--- config.mk ---
export PLATFORM = sky130hd
export DESIGN_NAME = spike_event_encoder
export DESIGN_NICKNAME = d
export VERILOG_FILES = /design/src/rtl/snn_pkg.sv /design/src/rtl/spike_event_encoder_lsb_priority_encoder.sv /design/src/rtl/spike_event_encoder.sv
export SDC_FILE = /design/constraint.sdc
export NUM_CORES = 1
export LEC_CHECK = 0
export BUFFER_PORTS_ARGS = -buffer_cell sky130_fd_sc_hd__buf_4
export CORE_MARGIN = 2
export CORE_UTILIZATION = 35
export CTS_CLUSTER_DIAMETER = 100
export DETAILED_ROUTE_END_ITERATION = 12
export HOLD_SLACK_MARGIN = 0.12
export PLACE_DENSITY = 0.58
export SYNTH_ARGS = -nofsm -noshare
export SYNTH_HDL_FRONTEND = slang
export SYNTH_SLANG_ARGS = --single-unit
--- constraint.sdc ---
create_clock -name clock -period 2 [get_ports clock]
set_input_delay 0.1 -clock clock [delete_from_list [all_inputs] [get_ports clock]]
set_output_delay 0.1 -clock clock [all_outputs]
set_load 0.05 [all_outputs]
--- src/rtl/snn_pkg.sv ---
// Shared types and default sizes for the spike event encoder.
package snn_pkg;
  localparam int N_NEURONS_DEF = 16;
  localparam int ADDR_W_DEF    = 4;
  localparam int TS_W          = 6;

  typedef enum logic [1:0] {IDLE, REQ, GAP} enc_state_t;
endpackage

--- src/rtl/spike_event_encoder_lsb_priority_encoder.sv ---
// Combinational lowest-set-bit finder; found=0 and idx=0 for an all-zero vector.
module lsb_priority_encoder #(
  parameter int N = 16,
  parameter int W = 4
) (
  input  logic [N-1:0] vec,
  output logic [W-1:0] idx,
  output logic         found
);
  // Scanning downward lets the lowest set bit be the final write.
  always_comb begin
    idx   = '0;
    found = 1'b0;
    for (int i = N - 1; i >= 0; i--) begin
      if (vec[i]) begin
        idx   = W'(i);
        found = 1'b1;
      end
    end
  end
endmodule

--- src/rtl/spike_event_encoder.sv ---
// Serializes coalesced spike vectors into address events over a return-to-zero req/ack link.
// Define SPIKE_EVENT_TIMESTAMP_EN to add a per-event timestep output (event_ts).
module spike_event_encoder
  import snn_pkg::*;
#(
  parameter int N_NEURONS = N_NEURONS_DEF,
  parameter int ADDR_W    = ADDR_W_DEF
) (
  input  logic                 clock,
  input  logic                 reset_n,
  input  logic [N_NEURONS-1:0] spike_in,
  input  logic                 spike_valid,
  output logic                 event_req,
  output logic [ADDR_W-1:0]    event_addr,
  input  logic                 event_ack,
  output logic                 busy,
  output logic                 spike_overrun
`ifdef SPIKE_EVENT_TIMESTAMP_EN
  ,
  output logic [TS_W-1:0]      event_ts
`endif
);
  enc_state_t             state_q, state_d;
  logic [N_NEURONS-1:0]   pend_q, pend_d;
  logic [N_NEURONS-1:0]   ack_mask, in_mask;
  logic                   req_q, req_d;
  logic [ADDR_W-1:0]      addr_q, addr_d;
  logic                   ovr_q, ovr_d;
  logic [ADDR_W-1:0]      low_idx;
  logic                   low_found;
  logic                   load_evt;

  lsb_priority_encoder #(.N(N_NEURONS), .W(ADDR_W)) u_pe (
    .vec   (pend_q),
    .idx   (low_idx),
    .found (low_found)
  );

  always_comb begin
    ack_mask = '0;
    if (state_q == REQ && event_ack) ack_mask[addr_q] = 1'b1;
    in_mask  = spike_valid ? spike_in : '0;
    // A spike landing on the bit being acked this cycle is a fresh event, not an overrun.
    pend_d   = (pend_q & ~ack_mask) | in_mask;
    ovr_d    = ovr_q | (|(in_mask & pend_q & ~ack_mask));

    state_d  = state_q;
    req_d    = req_q;
    addr_d   = addr_q;
    load_evt = 1'b0;
    case (state_q)
      IDLE, GAP: begin
        if (low_found) begin
          state_d  = REQ;
          req_d    = 1'b1;
          addr_d   = low_idx;
          load_evt = 1'b1;
        end else begin
          state_d  = IDLE;
          req_d    = 1'b0;
        end
      end
      REQ: begin
        req_d = 1'b1;
        if (event_ack) begin
          state_d = GAP;
          req_d   = 1'b0;
        end
      end
      default: begin
        state_d = IDLE;
        req_d   = 1'b0;
      end
    endcase
  end

  always_ff @(posedge clock or negedge reset_n) begin
    if (!reset_n) begin
      state_q <= IDLE;
      pend_q  <= '0;
      req_q   <= 1'b0;
      addr_q  <= '0;
      ovr_q   <= 1'b0;
    end else begin
      state_q <= state_d;
      pend_q  <= pend_d;
      req_q   <= req_d;
      addr_q  <= addr_d;
      ovr_q   <= ovr_d;
    end
  end

  assign event_req     = req_q;
  assign event_addr    = addr_q;
  assign spike_overrun = ovr_q;
  assign busy          = (state_q != IDLE) | (|pend_q);

`ifdef SPIKE_EVENT_TIMESTAMP_EN
  logic [TS_W-1:0] ts_cnt_q, ts_cnt_d;
  logic [TS_W-1:0] ts_out_q, ts_out_d;
  logic [TS_W-1:0] ts_mem_q [N_NEURONS];
  logic [TS_W-1:0] ts_mem_d [N_NEURONS];

  // Stored stamps use the post-increment count, so the first strobe after reset is timestep 1.
  always_comb begin
    ts_cnt_d = spike_valid ? ts_cnt_q + TS_W'(1) : ts_cnt_q;
    ts_mem_d = ts_mem_q;
    for (int i = 0; i < N_NEURONS; i++) begin
      if (in_mask[i]) ts_mem_d[i] = ts_cnt_d;
    end
    ts_out_d = load_evt ? ts_mem_q[low_idx] : ts_out_q;
  end

  always_ff @(posedge clock or negedge reset_n) begin
    if (!reset_n) begin
      ts_cnt_q <= '0;
      ts_out_q <= '0;
      for (int i = 0; i < N_NEURONS; i++) ts_mem_q[i] <= '0;
    end else begin
      ts_cnt_q <= ts_cnt_d;
      ts_out_q <= ts_out_d;
      for (int i = 0; i < N_NEURONS; i++) ts_mem_q[i] <= ts_mem_d[i];
    end
  end

  assign event_ts = ts_out_q;
`endif
endmodule

==> results.md <==
* Mapped Area at 1350 um2
* CTS tree: built
* Data arrival, critical path at 2110 ps
* Fmax achieved at 514 MHz
* Hold slack final at 233 ps
* Max Fanout on Critical Path at 5
* Initial antenna violation count at 0
* Post-layout nets at ~240
* # rows at 22
* Die Y at between 60 and 70 um
* Total vias in the final route at ~1400
* CP endpoint kind: flop
* Final Cycle Share at 0.972
* Worst ir drop on vdd at 0.522 mV
* GRT overflow at 0
* Share of cells above drive strength 1 at 0.295
* Skew-Pair Late Insertion Delay at roughly 280 ps
* Root Buffer: clkbuf_8
* Clk sink count at 24
* Cell at the slowest stage of the critical path: dlygate4sd3_1
* CTS buffer count at 3
* Htree depth at 1
* Worst Hold Class: in2reg
* # port buffers at 26
* Mux contribution to synthesized area at 0.00744
* Status: completed
* Drt wl/cell at 15.2 um
* Simple-Gate Fraction of Synth Area at 0.261
* Layout Skew at 10.7 ps
* Io pins at 27
* Cells after DPL at 240
* Post-synthesis xor/xnor area fraction at 0
* PwrDens at 978 nW/um2
* Max Cap Violations at 0
* Synth cell types at 36
* Reg clk slew, reported paths at roughly 90 ps
* Die width at between 60 and 70 um
* Unrepaired setup endpoints after global routing: yes
* TNS Setup at 0 ps
* Slew HR at 0.756
* Synth Area in Adders at 0
* Initial Util at 0.365
* Sequential fraction of the synthesis area at 0.447
* # DRC at 0
* Compound-Gate Fraction of Synth Area at 0.249
* Hold Fails Final Rpt at 0
* Final min period at ~2000 ps
* Slowest stage delay, CP at between 500 and 600 ps
* Crit path cell chain: dlygate4sd3_1 -> buf_4 -> nand4b_4 -> or3_4 -> and3_4 -> a31oi_1 -> a41oi_1 -> or4_1
* Die ar. at about 4400 um2
* Final-report max-slew violation count at 0
* GPL Wtd Cong at 0.946
* Largest family of logic cells by synthesized area: simple AND/OR/NAND/NOR gates
* Core footprint at roughly 3700 um2
* Number of diodes at 0
* Yosys warns at 0
* Routed vias/inst at around 5.4
* Element type at the critical path start: input pin
* Largest net degree at the start of global routing at 26
* CP Data Required Time at ~2200 ps
* Critical path class: in2reg
* Least-Margin Pin Slew at 365 ps
* Initial DRC Count at approximately 100
* Syn nets at around 170
* Area grow syn2layout at 50.0%
* Syn Inst Count at 153
* Dpl hpwl at ~2900 um
* Finished Layout Cells at between 200 and 300
* Syn avg cell area at about 8.8 um2
* Synth Register Bits at 24
* Vias in the first global route at between 1000 and 1500
* Fin util at 0.547
* DRT Pass-1 Iters at 4
* Static Leakage at around 0.90 nW
* Max clock buf depth at 2
* Setup-failing EPs final at 0
* GRT Util Overall at 0.207
* Remaining antenna violation count after routing at 0
* Routed wire length at a little over 4000 um
* First-pass GRT wire length at 6580 um
* R2R Setup Slk at ~70 ps
-- final timing paths --
path	start	endpoint	cells past startpoint
setup reg to reg	event_addr[0]$_DFFE_PN0N_	spike_overrun$_DFF_PN0_	7
min in group asynchronous	reset_n	pend_q[0]$_DFF_PN0_	2
hold reg to reg	pend_q[1]$_DFF_PN0_	event_addr[1]$_DFFE_PN0N_	1
hold / removal	spike_valid	pend_q[13]$_DFF_PN0_	3
max in group asynchronous	reset_n	event_addr[2]$_DFFE_PN0N_	2
setup / recovery	event_ack	spike_overrun$_DFF_PN0_	8
-- per-layer routing --
| layer | GRT usage | routed length (um) | vias to the layer above |
|---|---|---|---|
| met2 | 0.321 | 1840 | 54 |
| met5 | 0 | 0 | - |
| met4 | 0.115 | 117 | 0 |
| li1 | - | - | 695 |
| met3 | 0.0477 | 190 | 13 |
| met1 | 0.265 | 1890 | 672 |
-- critical path: cells and delay by family --
kind / cells / cell delay [ps]
simple gates: 4 / 1070
buf+inv: 2 / 660
compound gates: 2 / 270
-- Yosys cell counts (all sizes together) --
master	n	area (um2)
buf	3	17.5
a32o	1	10.0
o31ai	2	15.0
and2	2	12.5
o2111ai	1	8.76
nor2	19	71.3
nor3	2	10.0
o21a	1	7.51
o21ai	4	20.0
a211oi	1	7.51
nand2	24	90.1
dfrtp	24	601
a21oi	7	35.0
nor2b	2	12.5
nand2b	1	6.26
clkbuf	2	7.51
a311o	1	10.0
nor4	2	12.5
a31oi	6	37.5
a41oi	2	17.5
nand4b	1	15.0
or2b	1	7.51
o21bai	1	7.51
or4	5	37.5
and3	2	12.5
a311oi	1	8.76
o22a	1	8.76
o41ai	1	8.76
and4bb	1	12.5
inv	6	22.5
a22o	15	133
nand3	9	45.0
mux2i	1	10.0
or3	1	6.26
-- stage by stage --
step | setup WS, ps | area (um2) | power [mW]
5_1_grt | -32.8 | 2020 | 2.08
4_1_cts | 6.95 | 1970 | 1.92
3_5_place_dp | -36.1 | 1720 | 1.45
3_3_place_gp | 24.0 | 1720 | 1.45
6_report | 55.7 | 2020 | 1.97
2_1_floorplan | -34.0 | 1360 | 1.17
-- sequential cells by signal, summed over array words and instances, names as in the netlist --
name / cells
state_q: 2
event_addr: 4
pend_q: 16
spike_overrun: 1
event_req: 1
-- logic make-up (layout without fill, tap and decap cells) --
kind of cell | after synthesis | after routing
AOI/OAI and AO/OA | 45 | 45
buffers and inverters | 11 | 75
DFF | 24 | 24
muxes | 1 | 1
and+or+nand+nor | 72 | 72
-- cell usage in the layout (no fill, tap or decap), drive strengths merged, types with 3 or more instances in the layout --
cell type / count
a22o: 15
dfrtp: 24
a21oi: 7
nor2: 19
buf: 47
o21ai: 4
dlygate4sd3: 18
or4: 5
a31oi: 6
nand2: 24
nand3: 9
clkbuf: 3
inv: 6
-- report_power, final --
| group | internal, mW | total [mW] | leakage, nW | switching [mW] |
|---|---|---|---|---|
| sequential | 0.593 | 0.731 | 0.234 | 0.138 |
| clock | 0.268 | 0.440 | 0.0357 | 0.172 |
| combinational | 0.353 | 0.804 | 0.631 | 0.451 |
-- what timing repair did --
action | in CTS | in global routing
hold endpoints to repair | 43 | 0
gates cloned | 0 | 0
resized for setup | 3 | 7
setup endpoints to repair | 1 | 1
buffers inserted | 0 | 3
pin swaps | 0 | 1
hold buffers | 18 | 0
-- area by class of cell --
type,instances,area (um2)
repair buffers,65,531
clock inverters,1,30.0
inverters,6,22.5
clock buffers,3,41.3
well taps,48,60.1
flip-flops and latches,24,606
multi-input cells,118,728
fillers,341,1670
Power figures use the tool's default switching activity.
